==> src/rtl/fetch_ctrl.sv <==
// Instruction-fetch sequencer: MAR <- PC, PC+1, wait for memory, IR <- MDR.
// Define FETCH_TIMEOUT_EN to abort a stalled WAIT after TIMEOUT cycles.
module fetch_ctrl #(
    parameter int TIMEOUT = 15
) (
    input  logic        clk,
    input  logic        reset,
    input  logic        start,
    input  logic [15:0] PC,
    output logic        ldPC,
    output logic [1:0]  selPC,
    output logic [15:0] memAddr,
    output logic        memEN,
    input  logic [15:0] memData,
    input  logic        memR,
    output logic [15:0] IR,
    output logic        irValid,
    output logic        busy,
    output logic        fetchErr
);

    typedef enum logic [1:0] {
        IDLE,
        ADDR,
        WAIT,
        LOAD
    } state_t;

    state_t      state;
    logic [15:0] mar;
    logic [15:0] mdr;

    if (TIMEOUT < 1 || TIMEOUT > 255) begin : g_bad_timeout
        $error("fetch_ctrl: TIMEOUT out of range 1..255");
    end

    assign ldPC    = (state == ADDR);
    assign memEN   = (state == WAIT);
    assign busy    = (state != IDLE);
    assign memAddr = mar;
    assign selPC   = 2'b00;

`ifdef FETCH_TIMEOUT_EN
    localparam logic [7:0] LAST = 8'(TIMEOUT - 1);

    logic [7:0] count;

    always_ff @(posedge clk or posedge reset) begin
        if (reset) begin
            state    <= IDLE;
            mar      <= '0;
            mdr      <= '0;
            IR       <= '0;
            count    <= '0;
            irValid  <= 1'b0;
            fetchErr <= 1'b0;
        end else begin
            irValid  <= 1'b0;
            fetchErr <= 1'b0;
            unique case (state)
                IDLE: if (start) state <= ADDR;
                ADDR: begin
                    mar   <= PC;
                    count <= '0;
                    state <= WAIT;
                end
                WAIT: begin
                    // A late memR still wins over the abort.
                    if (memR) begin
                        mdr   <= memData;
                        state <= LOAD;
                    end else if (count == LAST) begin
                        fetchErr <= 1'b1;
                        state    <= IDLE;
                    end else begin
                        count <= count + 8'd1;
                    end
                end
                LOAD: begin
                    IR      <= mdr;
                    irValid <= 1'b1;
                    state   <= IDLE;
                end
                default: state <= IDLE;
            endcase
        end
    end
`else
    assign fetchErr = 1'b0;

    always_ff @(posedge clk or posedge reset) begin
        if (reset) begin
            state   <= IDLE;
            mar     <= '0;
            mdr     <= '0;
            IR      <= '0;
            irValid <= 1'b0;
        end else begin
            irValid <= 1'b0;
            unique case (state)
                IDLE: if (start) state <= ADDR;
                ADDR: begin
                    mar   <= PC;
                    state <= WAIT;
                end
                WAIT: begin
                    if (memR) begin
                        mdr   <= memData;
                        state <= LOAD;
                    end
                end
                LOAD: begin
                    IR      <= mdr;
                    irValid <= 1'b1;
                    state   <= IDLE;
                end
                default: state <= IDLE;
            endcase
        end
    end
`endif

endmodule
==> config.mk <==
export PLATFORM = sky130hd
export DESIGN_NAME = fetch_ctrl
export DESIGN_NICKNAME = d
export VERILOG_FILES = /design/src/rtl/fetch_ctrl.sv
export SDC_FILE = /design/constraint.sdc
export NUM_CORES = 1
export LEC_CHECK = 0
export ABC_AREA = 1
export ABC_CLOCK_PERIOD_IN_PS = 1400
export BUFFER_PORTS_ARGS = -buffer_cell sky130_fd_sc_hd__clkbuf_2
export CORE_MARGIN = 2
export CORE_UTILIZATION = 35
export DETAILED_ROUTE_END_ITERATION = 10
export SETUP_SLACK_MARGIN = 0.3
export SLEW_MARGIN = 20
export SYNTH_ARGS = -nofsm -noshare
export SYNTH_HDL_FRONTEND = slang
export SYNTH_SLANG_ARGS = --single-unit
==> constraint.sdc <==
create_clock -name clk -period 1.4 [get_ports clk]
set_input_delay 0.14 -clock clk [delete_from_list [all_inputs] [get_ports clk]]
set_output_delay 0.14 -clock clk [all_outputs]
set_load 0.005 [all_outputs]
==> Yosys cells after proc, flatten, opt, wreduce, memory -nomap -nowiden <==
Index checks and enable logic that the tools add are counted.
{ "classes": {"n_eq_ne": 5, "mux": 4, "reduce_logical": 4} }
{ "op_table": {"columns": ["operator", "n"], "rows": [
  ["$pmux W2 S4", 1],
  ["$eq A2 B2 Y1 const B", 2],
  ["$mux W2", 2],
  ["$reduce_and A2 Y1", 2],
  ["$eq A2 B1 Y1 const B", 1],
  ["$logic_not A2 Y1", 1],
  ["$ne A2 B1 Y1 const B", 1],
  ["$ne A2 B2 Y1 const B", 1],
  ["$reduce_bool A2 Y1", 1],
  ["$mux W1", 1]
]} }
{ "totals": {"reg_bits": 51, "inputBits": 36, "wordCells": 18} }

==> Logic depth before layout (Yosys ltp) <==
Gate-level depths: netlist of run 1.
{ "depth": {"word_depth": 3, "ltp_mapped": 7, "mapped_depth_nobuf": 6} }

==> Least setup slack after synthesis of run 1 <==
No wires, ideal clock.
{ "synth_path": {"kind": "register to register", "startpoint": "register state[0]", "endpoint": "register mdr[10]", "t_arrival_ns": 1.075, "path_slack_ns": 0.209, "path_stages_with_launch": 8, "n_path_buf": 2, "synth_period_minus_slack_ns": 1.191, "cell_sequence": "dfrtp_1 inv_1 ha_1 buf_6 nand2_4 buf_6 nand2_1 nand2_1"} }
{ "synth_between": {"elab_chain_len": 2} }
{ "synth_lines": {"columns": ["element", "line_no", "text"], "rows": [
  ["start, declared", "29", "state_t state;"],
  ["start signal, assigned", "93", "state <= IDLE;"],
  ["start signal, assigned", "101", "IDLE: if (start) state <= ADDR;"],
  ["start signal, assigned", "104", "state <= WAIT;"],
  ["$eq A2 B2 Y1", "100", "unique case (state)"],
  ["$reduce_and A2 Y1 (no source line)", null, null],
  ["end signal, assigned", "108", "mdr <= memData;"],
  ["end, declared", "31", "logic [15:0] mdr;"]
]} }
Every way passes these cells.
A chain may end at the register's enable or synchronous reset.

==> Final worst setup path of run 1 <==
{ "layout_path": {"startpoint": "register state[0]", "endpoint": "output ldPC"} }
{ "layout_between": {"elab_chain_len": 1} }
{ "layout_lines": {"columns": ["element", "line_no", "text"], "rows": [
  ["$eq A2 B1 Y1", "37", "assign ldPC = (state == ADDR);"],
  ["end, declared", "10", "output logic ldPC,"]
]} }
Every way passes these cells.

==> results.txt, run 1 <==
The detailed router finished its first iteration with 79 violations. For this design the ratio of total power to cell area is 2110 mW/mm^2. The latest clock arrival within the worst-skew pair is 300 ps. Summed over all cells, the static leakage comes to 1.59 nW. The final estimated routing congestion in global placement came out at 0.677. IR analysis of the VDD net gives a maximum drop of 1060 uV.

Entering global routing, the biggest net connects 52 pins. TritonCTS built the clock tree. The register cell area after layout came out at 0.00128 sq mm. The worst setup path is captured at an output pin. The post-synth design cell area is 0.00213 sq mm. In this run the most critical hold path is launched from PC[15].

Along the worst hold path, the cell count comes to 3. The floorplan step defined a die boundary enclosing 0.00674 sq mm. The min-delay analysis places its worst path in the category in2reg. The tree built by TritonCTS fans out to 51 sinks.

Leaving out fill and tap cells, the most frequent cell in the layout is sky130_fd_sc_hd__clkbuf_2. Dividing the synthesized area by the synthesized cell count gives 9.08 sq um. Between clock sinks in the finished design, the worst skew comes to 9.73 ps. The number of cells on the worst reg-to-reg path came out at 5.

In this run the register-to-register setup slack is 150 ps. The arrival time reported for the critical path endpoint came out at 1130 ps. The top cell types in the final layout, fill and taps aside, are sky130_fd_sc_hd__clkbuf_2, sky130_fd_sc_hd__nand2_1, sky130_fd_sc_hd__dfrtp_1.

The standard-cell row count came out at 28. The clock-pin slew of the registers on the worst-case setup and hold paths is 90 ps. From synthesis to final layout, the design area changed by 38.2%. After synthesis, flip-flops and latches occupy 59.8% of the total area. Across the run, the number of max-cap violations was 0. Yosys printed 0 warnings. The sum of overflow across all layers after global routing came out at 0. The fraction of final layout cells sized beyond drive strength 1 came out at 36.7%. The routed via count is 1702. Setup repair after global routing could not meet its margin everywhere. The final routed DRC violation total came out at 0. The classification of the worst setup path is reg2out. The final wirelength came out at 4.67 mm. The number of diodes came out at 0. The run finished with clean final reports. The number of nets at the end of the flow is 360. The shortest period the worst path allows is 1270 ps. The number of H-tree levels is 2. The wire length of the first global-routing pass is 7.33 mm. The die boundary width came out at 82.1 um. During I/O placement, the number of pins put on the boundary was 75. The floorplan step set the die height to 82.1 um. CTS placed an instance of sky130_fd_sc_hd__clkbuf_8 at the clock tree root. The origin of the critical flop-to-flop path is state[0]$_DFFE_PP0P_. The sink of the worst hold path is memAddr[15]$_DFFE_PP0P_.

The capturing point of the worst reg2reg path is memAddr[9]$_DFFE_PP0P_. The number of port buffers is 71. In this run, synthesis produced a sequential element count of 51.

The remaining antenna violation count after routing came out at 0. The post-DP HPWL came out at 3.06 mm. The total global routing track utilization came out at 14.3%. For this run, the share of the core covered by cells in the final layout is 49.8%.

The total negative slack is 0 ps. STA classifies the critical path startpoint as a flop. The average routed wire per standard cell is 11.8 um.

The final-report max-slew violation count is 0. The hold violation total from the final report was 0. The number of global-route vias before repair is 1602. The first TritonRoute pass finished after 4 iterations. The final number of setup-violating endpoints is 0. Of all nets on the critical path, the largest fanout is 3. Counting along the longest clock path gives a buffer depth of 2. In the final layout, the multi-input gates occupy 726 sq um. Yosys mapped the design onto 12 distinct sky130hd cell types.

The filler cells instantiated in the layout total 588. Using the TritonRoute via totals, the vias-per-cell ratio works out to 4.32. Derived from the worst setup path, the maximum achievable clock frequency is 787 MHz. For the worst setup path, the data required time is 1260 ps. The initial utilization of the core area, before any placement, comes to 36.1%. The initial antenna violation count came out at 0. The number of buffers created by CTS is 5. After layout, the worst path uses 90.8% of the clock period. The core region is 0.00592 sq mm. The gate count after technology mapping is 235.
final cells by class:
cell class / count / share of cell area (%)
repair buffers: 88 / 20.7
multi-input cells: 132 / 24.6
inverters: 40 / 5.39
clock inverters: 3 / 0.509
flip-flops and latches: 51 / 43.3
well taps: 75 / 3.18
clock buffers: 5 / 2.33
state kept, by name (all words and copies together) (netlist names):
| register | flops |
|---|---|
| IR | 16 |
| mdr | 16 |
| memAddr | 16 |
| state | 2 |
| irValid | 1 |
logic make-up (layout without fill, tap and decap cells):
family / Yosys count / count (layout) / share of synthesized area, %
AO/OA/AOI/OAI: 32 / 32 / 7.50
adder cells (fa/ha/maj): 6 / 6 / 3.52
buffers and inverters: 54 / 136 / 11.6
flip-flops: 51 / 51 / 59.8
other: 1 / 3 / 0.176
AND/OR/NAND/NOR: 91 / 91 / 17.4
routing by layer:
metal  global-route usage, %  up-vias  routed length, um
met3                    2.17       10                170
li1                        -      876                  -
met2                    23.8       31               2400
met1                    18.0      785               1990
met4                    7.17        0                114
met5                       0        -                  0
worst max-delay path, cell delays in order (launching register included):
cell                       delay, ps
sky130_fd_sc_hd__dfrtp_2         440
sky130_fd_sc_hd__buf_6           130
sky130_fd_sc_hd__ha_4            160
sky130_fd_sc_hd__clkbuf_2        110
per-stage QoR:
| step | instances | area [sq um] | worst slack, ps | hold slack (ps) | total power, mW |
|---|---|---|---|---|---|
| final | 394 | 2950 | 129 | 38.1 | 6.24 |
| after global routing | 394 | 2950 | 92.6 | 38.8 | 6.82 |
| after CTS | 390 | 2820 | 124 | 29.1 | 5.91 |
| after detailed placement | 374 | 2570 | 171 | 224 | 4.59 |
| after global placement | 374 | 2570 | 236 | 221 | 4.52 |
| after floorplan | 237 | 2170 | 259 | 189 | 3.79 |
Yosys cell counts (all sizes together):
master / number / area share [%]
dfrtp: 51 / 60
clkbuf: 2 / 0.47
ha: 6 / 3.5
o21ai: 32 / 7.5
buf: 12 / 4.1
inv: 40 / 7.0
conb: 1 / 0.18
nand2: 73 / 13
nand3: 18 / 4.2
repair_timing:
item | 4_1_cts | 5_1_grt
setup buffers | 6 | 2
gates cloned | 1 | 2
endpoints found under the hold margin | 51 | 0
gates resized for setup | 29 | 28
pin swaps | 3 | 3
hold buffers | 1 | 0
endpoints found under the setup margin | 52 | 54
worst max-delay path by stage:
stage	from	to	slack [ps]	depth (start not counted)
5_1_grt	state[0]$_DFFE_PP0P_	ldPC	90	3
2_1_floorplan	state[0]$_DFFE_PP0P_	mdr[10]$_DFFE_PP0P_	260	7
4_1_cts	state[0]$_DFFE_PP0P_	ldPC	120	3
3_3_place_gp	state[1]$_DFFE_PP0P_	memAddr[11]$_DFFE_PP0P_	240	4
6_report	state[0]$_DFFE_PP0P_	ldPC	130	3
3_5_place_dp	state[1]$_DFFE_PP0P_	memAddr[10]$_DFFE_PP0P_	170	4
power breakdown:
group / internal, mW / switching, mW
combinational: 1.47 / 1.43
sequential: 2.15 / 0.362
clock: 0.343 / 0.480
total: 3.97 / 2.27
No activity file was read; power rests on OpenSTA's default activity.
==> run 2: changes to the inputs <==
==> constraint.sdc (replaced) <==
create_clock -name clk -period 1.4 [get_ports clk]
set_input_delay 0.28 -clock clk [delete_from_list [all_inputs] [get_ports clk]]
set_output_delay 0.28 -clock clk [all_outputs]
set_load 0.005 [all_outputs]
==> results.txt, run 2 (same netlist as run 1, synthesis figures left out) <==
The area added between synthesis and finish came out at 49.7%. The worst endpoint required time came out at 1120 ps (-140 ps). The final hold slack is 16.5 ps (-21.6 ps). The fraction of the cycle the final worst path needs came out at 101% (+11 points). The latest clock arrival within the worst-skew pair came out at 300 ps (about the same). The final number of setup-violating endpoints is 2 (+2). The worst setup path is captured at an output pin. The standard-cell row count was 28 (unchanged). The arrival time reported for the critical path endpoint came out at 1140 ps (about the same). The setup slack of the worst register-to-register path came out at 50 ps (-100 ps).

The violation count after the first detailed-route iteration came to 49 (-38%). The library cell used most frequently in the layout, excluding fill and tap cells, is sky130_fd_sc_hd__clkbuf_2. The die boundary width came out at 82.1 um (unchanged). The hold violation total from the final report is 0 (unchanged). The fraction of final layout cells sized beyond drive strength 1 is 47.9% (+11 points). The total negative slack came out at -33.0 ps (-33.0 ps). The post-DP HPWL is 3.19 mm (+4.4%). The achievable frequency came out at 705 MHz (-10%). The deepest clock path buffer count came out at 2 (unchanged). The total global routing track utilization is 14.2% (-0.13 points).

The flow ran to the end, but the final reports show violations. The origin of the critical flop-to-flop path is state[0]$_DFFE_PP0P_. The biggest fanout along the worst timing path came out at 4 (+1). The number of port buffers is 71 (unchanged).

The number of violations of the max-capacitance limit is 0 (unchanged). Clock tree synthesis selected as its root buffer the cell sky130_fd_sc_hd__clkbuf_8. The clock-pin slew of the registers on the worst-case setup and hold paths was 90 ps (about the same). The least setup slack across all paths after layout came out at -18.1 ps (-148 ps). Setup repair after global routing could not meet its margin everywhere. The number of global-route vias before repair came out at 1570 (-2.0%). The routed via count divided by cell count came to 4.46 (+3.2%).

In this run the worst hold path is classified as in2async. The kind of launch point of the worst setup path is a flop. The placed cell count came to 375 (+0.27%). The y dimension of the die is 82.1 um (unchanged). The leakage power is 1.73 nW (+9.2%).

The capturing point of the worst reg2reg path is mdr[3]$_DFFE_PP0P_. The highest ir drop seen on vdd came to 973 uV (-8.3%). The placeable core region came to 0.00592 sq mm (unchanged). The shortest period the worst path allows came out at 1420 ps (+148 ps).

The sum of overflow across all layers after global routing is 0 (unchanged). The final-report max-slew violation count came out at 0 (unchanged). The setup path with the least slack is of type reg2out. The number of H-tree levels came to 2 (unchanged).

TritonCTS built the clock tree. The number of standard cells in the final layout excluding fillers was 405 (+2.8%). The first-pass iteration count of the detailed router came out at 4 (unchanged). The die area was 0.00674 sq mm (unchanged). The final routed DRC violation total came out at 0 (unchanged).

The routed via count is 1806 (+6.1%). The number of nets at the end of the flow is 371 (+3.1%). The remaining antenna violation count after routing came out at 0 (unchanged).

The effective utilization at floorplan is 36.1% (unchanged). The number of cells on the worst reg-to-reg path was 6 (+1). The wire length of the first global-routing pass came out at 7.20 mm (-1.7%). Leaving out fill and tap cells, the most frequent cells in the layout are sky130_fd_sc_hd__clkbuf_2, sky130_fd_sc_hd__nand2_1, sky130_fd_sc_hd__dfrtp_1. The design area came out at 0.00320 sq mm (+8.3%).

The clock sink count came out at 51 (unchanged). The utilization after layout came out at 54.0% (+4.1 points). The power per unit of standard cell area is 2150 mW/mm^2 (+1.5%).

The number of diodes came out at 0 (unchanged). The worst setup skew after layout is 6.45 ps (-3.27 ps). The final wirelength was 5.26 mm (+13%). The final reports fail on negative setup slack. The initial antenna violation count was 0 (unchanged). The I/O pin count is 75 (unchanged).

The number of buffers created by CTS came out at 5 (unchanged). The average routed wire per standard cell came out at 13.0 um (+9.7%). The pin count of the biggest net entering global routing came out at 52 (unchanged).

The cell area reported after detailed placement was 0.00258 sq mm (+0.29%). The final estimated routing congestion in global placement came out at 0.714 (+5.5%).
run 2: cell count changes in the layout (fill, tap and decap cells not counted), sizes merged:
cell,before,now
clkbuf,78,62
nand2,73,74
dlygate4sd3,1,0
buf,14,41
run 2: power by group:
part / internal (mW) / switching [mW] / total (mW)
clock: 0.343 / 0.474 / 0.817
combinational: 1.78 / 1.74 / 3.52
sequential: 2.15 / 0.374 / 2.52
total: 4.27 / 2.59 / 6.86
run 2: critical path, stage by stage, from the launching register on:
cell                       delay [ps]
sky130_fd_sc_hd__dfrtp_2          480
sky130_fd_sc_hd__inv_4            100
sky130_fd_sc_hd__ha_4             140
sky130_fd_sc_hd__inv_2             30
sky130_fd_sc_hd__clkbuf_2          90
run 2: area by class of cell:
class / count / area [sq um]
tap: 75 / 93.8
inverter: 40 / 159
clock inverter: 3 / 15.0
clock buffer: 5 / 68.8
timing repair buffer: 98 / 687
sequential: 51 / 1280
fill: 545 / 2730
multi-input combinational: 133 / 893
run 2: routing by layer:
metal / wire [um] / part of all wire (%) / track usage, %
met1: 2170 / 41 / 17.2
met2: 2840 / 54 / 24.5
met3: 159 / 3.0 / 3.15
met4: 92 / 1.7 / 5.50
met5: 0 / 0 / 0
run 2: worst max-delay path by stage:
stage                               startpoint                      end  slack, ps
after floorplan           state[0]$_DFFE_PP0P_      mdr[10]$_DFFE_PP0P_        260
after global placement    state[1]$_DFFE_PP0P_                     ldPC        230
after detailed placement  state[1]$_DFFE_PP0P_  memAddr[14]$_DFFE_PP0P_        160
after CTS                 state[1]$_DFFE_PP0P_                    memEN        -20
after global routing      state[0]$_DFFE_PP0P_                     busy        -60
final                     state[0]$_DFFE_PP0P_                     busy        -20
run 2: repair_timing:
item / CTS / global route
hold buffers: 0 / 0
endpoints found under the setup margin: 59 / 85
pin swaps: 7 / 21
resized for setup: 33 / 82
setup buffers: 5 / 12
cloned: 1 / 4
run 2: through the flow:
stage / power [mW] / setup WS [ps]
floorplan: 3.79 / 259
global placement: 4.52 / 229
detailed placement: 4.60 / 161
CTS: 5.91 / -19.2
global route: 7.41 / -58.6
finish: 6.86 / -18.1
==> run 3: changes to the inputs <==
--- a/config.mk
+++ b/config.mk
@@ -11,6 +11,7 @@
 export CORE_MARGIN = 2
 export CORE_UTILIZATION = 35
 export DETAILED_ROUTE_END_ITERATION = 10
+export REMOVE_ABC_BUFFERS = 1
 export SETUP_SLACK_MARGIN = 0.3
 export SLEW_MARGIN = 20
 export SYNTH_ARGS = -nofsm -noshare
==> results.txt, run 3 (same netlist as run 1, synthesis figures left out) <==
Setup repair after global routing could not meet its margin everywhere. The fraction of final layout cells sized beyond drive strength 1 came out at 48.1% (+0.18 points). The final number of setup-violating endpoints came out at 3 (+1). The routed via count divided by cell count came out at 4.37 (-1.9%). The number of buffers created by CTS is 5 (unchanged). The shortest period the worst path allows is 1450 ps (+29.1 ps). The final routed DRC violation total is 0 (unchanged). The kind of launch point of the worst setup path is a flop.

The wire length of the first global-routing pass was 7.00 mm (-2.8%). In the layout the commonest cells are sky130_fd_sc_hd__clkbuf_2, sky130_fd_sc_hd__dfrtp_1, sky130_fd_sc_hd__nand2_1. The placeable core region came to 0.00592 sq mm (unchanged).

The number of global-route vias before repair is 1532 (-2.4%). The total negative slack is -101 ps (-68.2 ps). The I/O pin count is 75 (unchanged). The final estimated routing congestion in global placement came out at 0.739 (+3.5%). The design area is 0.00326 sq mm (+2.1%). The worst hold path passes through 3 cells. The effective utilization at floorplan came out at 36.1% (unchanged). The worst register-to-register path ends at mdr[3]$_DFFE_PP0P_. The average routed wire per standard cell was 12.1 um (-6.9%).

The worst slack after detailed placement is 82.0 ps (-79.1 ps). The sum of overflow across all layers after global routing came to 0 (unchanged). The arrival time reported for the critical path endpoint is 1170 ps (+30 ps). The origin of the critical flop-to-flop path is state[0]$_DFFE_PP0P_. The clock-pin slew of the registers on the worst-case setup and hold paths is 90 ps (about the same). The worst hold path belongs to the class in2reg. The number of nets at the end of the flow is 376 (+1.3%). The final wirelength came out at 4.96 mm (-5.7%). The number of violations of the max-capacitance limit is 0 (unchanged). The setup slack of the worst register-to-register path is 110 ps (+60 ps). The total global routing track utilization is 13.8% (-0.37 points). For hold timing, the worst endpoint is memAddr[7]$_DFFE_PP0P_. The highest ir drop seen on vdd is 912 uV (-6.2%).

The routed via count came out at 1793 (-0.72%). The flow ran to the end, but the final reports show violations. The latest clock arrival within the worst-skew pair came out at 300 ps (about the same). In this run the most critical hold path is launched from PC[7]. The standard-cell row count is 28 (unchanged).

The signal on the critical path passes through ha_4 > buf_12 > buf_6. The area added between synthesis and finish is 52.8%. By startpoint and endpoint, the worst setup path is classified as reg2out.

The cell at the root of the clock tree is sky130_fd_sc_hd__clkbuf_8. The number of cells on the worst reg-to-reg path is 7 (+1). TritonCTS built the clock tree. The worst endpoint required time came out at 1120 ps (about the same). The leakage power is 1.73 nW (-0.32%). The final reports fail on negative setup slack. The placed cell count was 376 (+0.27%). The initial antenna violation count is 0 (unchanged).

The least setup slack across all paths after layout came out at -47.1 ps (-29.1 ps). The post-DP HPWL is 3.06 mm (-4.3%). The cell area reported after detailed placement came out at 0.00257 sq mm (-0.44%). The power per unit of standard cell area came out at 2180 mW/mm^2 (+1.7%). The remaining antenna violation count after routing is 0 (unchanged).

The deepest clock path buffer count was 2 (unchanged). The clock sink count is 51 (unchanged). The number of standard cells in the final layout excluding fillers was 410 (+1.2%). The number of port buffers came out at 71 (unchanged). The violation count after the first detailed-route iteration came out at 46 (-6.1%).

The longest individual stage delay on the worst path was 450 ps (-30 ps). The fraction of the cycle the final worst path needs is 103% (+2.1 points). The biggest fanout along the worst timing path came out at 4 (unchanged). The y dimension of the die came out at 82.1 um (unchanged). The most common library cell in the layout ignoring fill and taps is sky130_fd_sc_hd__clkbuf_2.

The final hold slack was 179 ps (+163 ps). The worst setup skew after layout came out at 10.2 ps (+3.72 ps). The achievable frequency came out at 691 MHz (-2.0%). Grouping stages by cell kind, the critical path spends the most delay in flip-flops. The first-pass iteration count of the detailed router was 4 (unchanged). The critical path capture point type is an output pin.

The slowest cell on the critical path is sky130_fd_sc_hd__dfrtp_2. The number of H-tree levels is 2 (unchanged). The number of diodes is 0 (unchanged). The buffer and inverter count on the worst path is 2 (-1).

The pin count of the biggest net entering global routing is 37 (-29%). The die boundary width is 82.1 um (unchanged). The final-report max-slew violation count is 0 (unchanged). The die area is 0.00674 sq mm (unchanged). The hold violation total from the final report is 0 (unchanged).
[run 3: final cells by class]
class                           instances  area [sq um]
Inverter                               40           154
Clock buffer                            6          82.6
Tap cell                               75          93.8
Fill cell                             551          2660
Clock inverter                          2          35.0
Sequential cell                        51          1280
Timing Repair Buffer                  103           769
Multi-Input combinational cell        133           850
[run 3: how the worst max path moves through the flow]
stage	end	slack (ps)	start	depth (start not counted)
floorplan	IR[0]$_DFFE_PP0P_	-110	reset	1
global placement	mdr[4]$_DFFE_PP0P_	150	state[0]$_DFFE_PP0P_	5
detailed placement	mdr[4]$_DFFE_PP0P_	80	state[0]$_DFFE_PP0P_	5
CTS	memEN	-40	state[1]$_DFFE_PP0P_	3
global route	memEN	-90	state[1]$_DFFE_PP0P_	3
finish	ldPC	-50	state[0]$_DFFE_PP0P_	3
[run 3: metrics by stage]
step / total power [mW] / util (%)
after floorplan: 3.58 / -
after global placement: 4.49 / 43.4
after detailed placement: 4.58 / 43.4
after CTS: 6.02 / 47.4
after global routing: 7.72 / 55.1
final: 7.12 / 55.1
[run 3: metal layers]
layer | vias up | part of all wire [%] | global-route usage (%)
li1 | 914 | - | -
met5 | - | 0 | 0
met1 | 840 | 43 | 17.8
met3 | 5 | 3.4 | 3.04
met4 | 0 | 1.3 | 5.00
met2 | 34 | 52 | 22.8
[run 3: where the power goes]
| part | leakage (nW) | switching, mW | total [mW] | internal [mW] |
|---|---|---|---|---|
| combinational | 1.03 | 1.64 | 3.54 | 1.89 |
| sequential | 0.640 | 0.386 | 2.53 | 2.15 |
| clock | 0.0612 | 0.469 | 1.05 | 0.578 |
| total | 1.73 | 2.50 | 7.12 | 4.62 |
[run 3: worst reg2reg max path, delay by kind of cell, from the launching register on]
kind          cells  cell delay, ps
buf+inv           3             320
simple gates      3             240
fa+ha+maj         1             180
flops             1             450
[run 3: repair_timing]
| action | CTS | global route |
|---|---|---|
| buffers inserted | 6 | 14 |
| gates resized for setup | 20 | 88 |
| gates cloned | 1 | 4 |
| hold buffers | 1 | 0 |
| hold endpoints to repair | 15 | 0 |
| setup endpoints to repair | 56 | 87 |
| pin swaps | 0 | 26 |
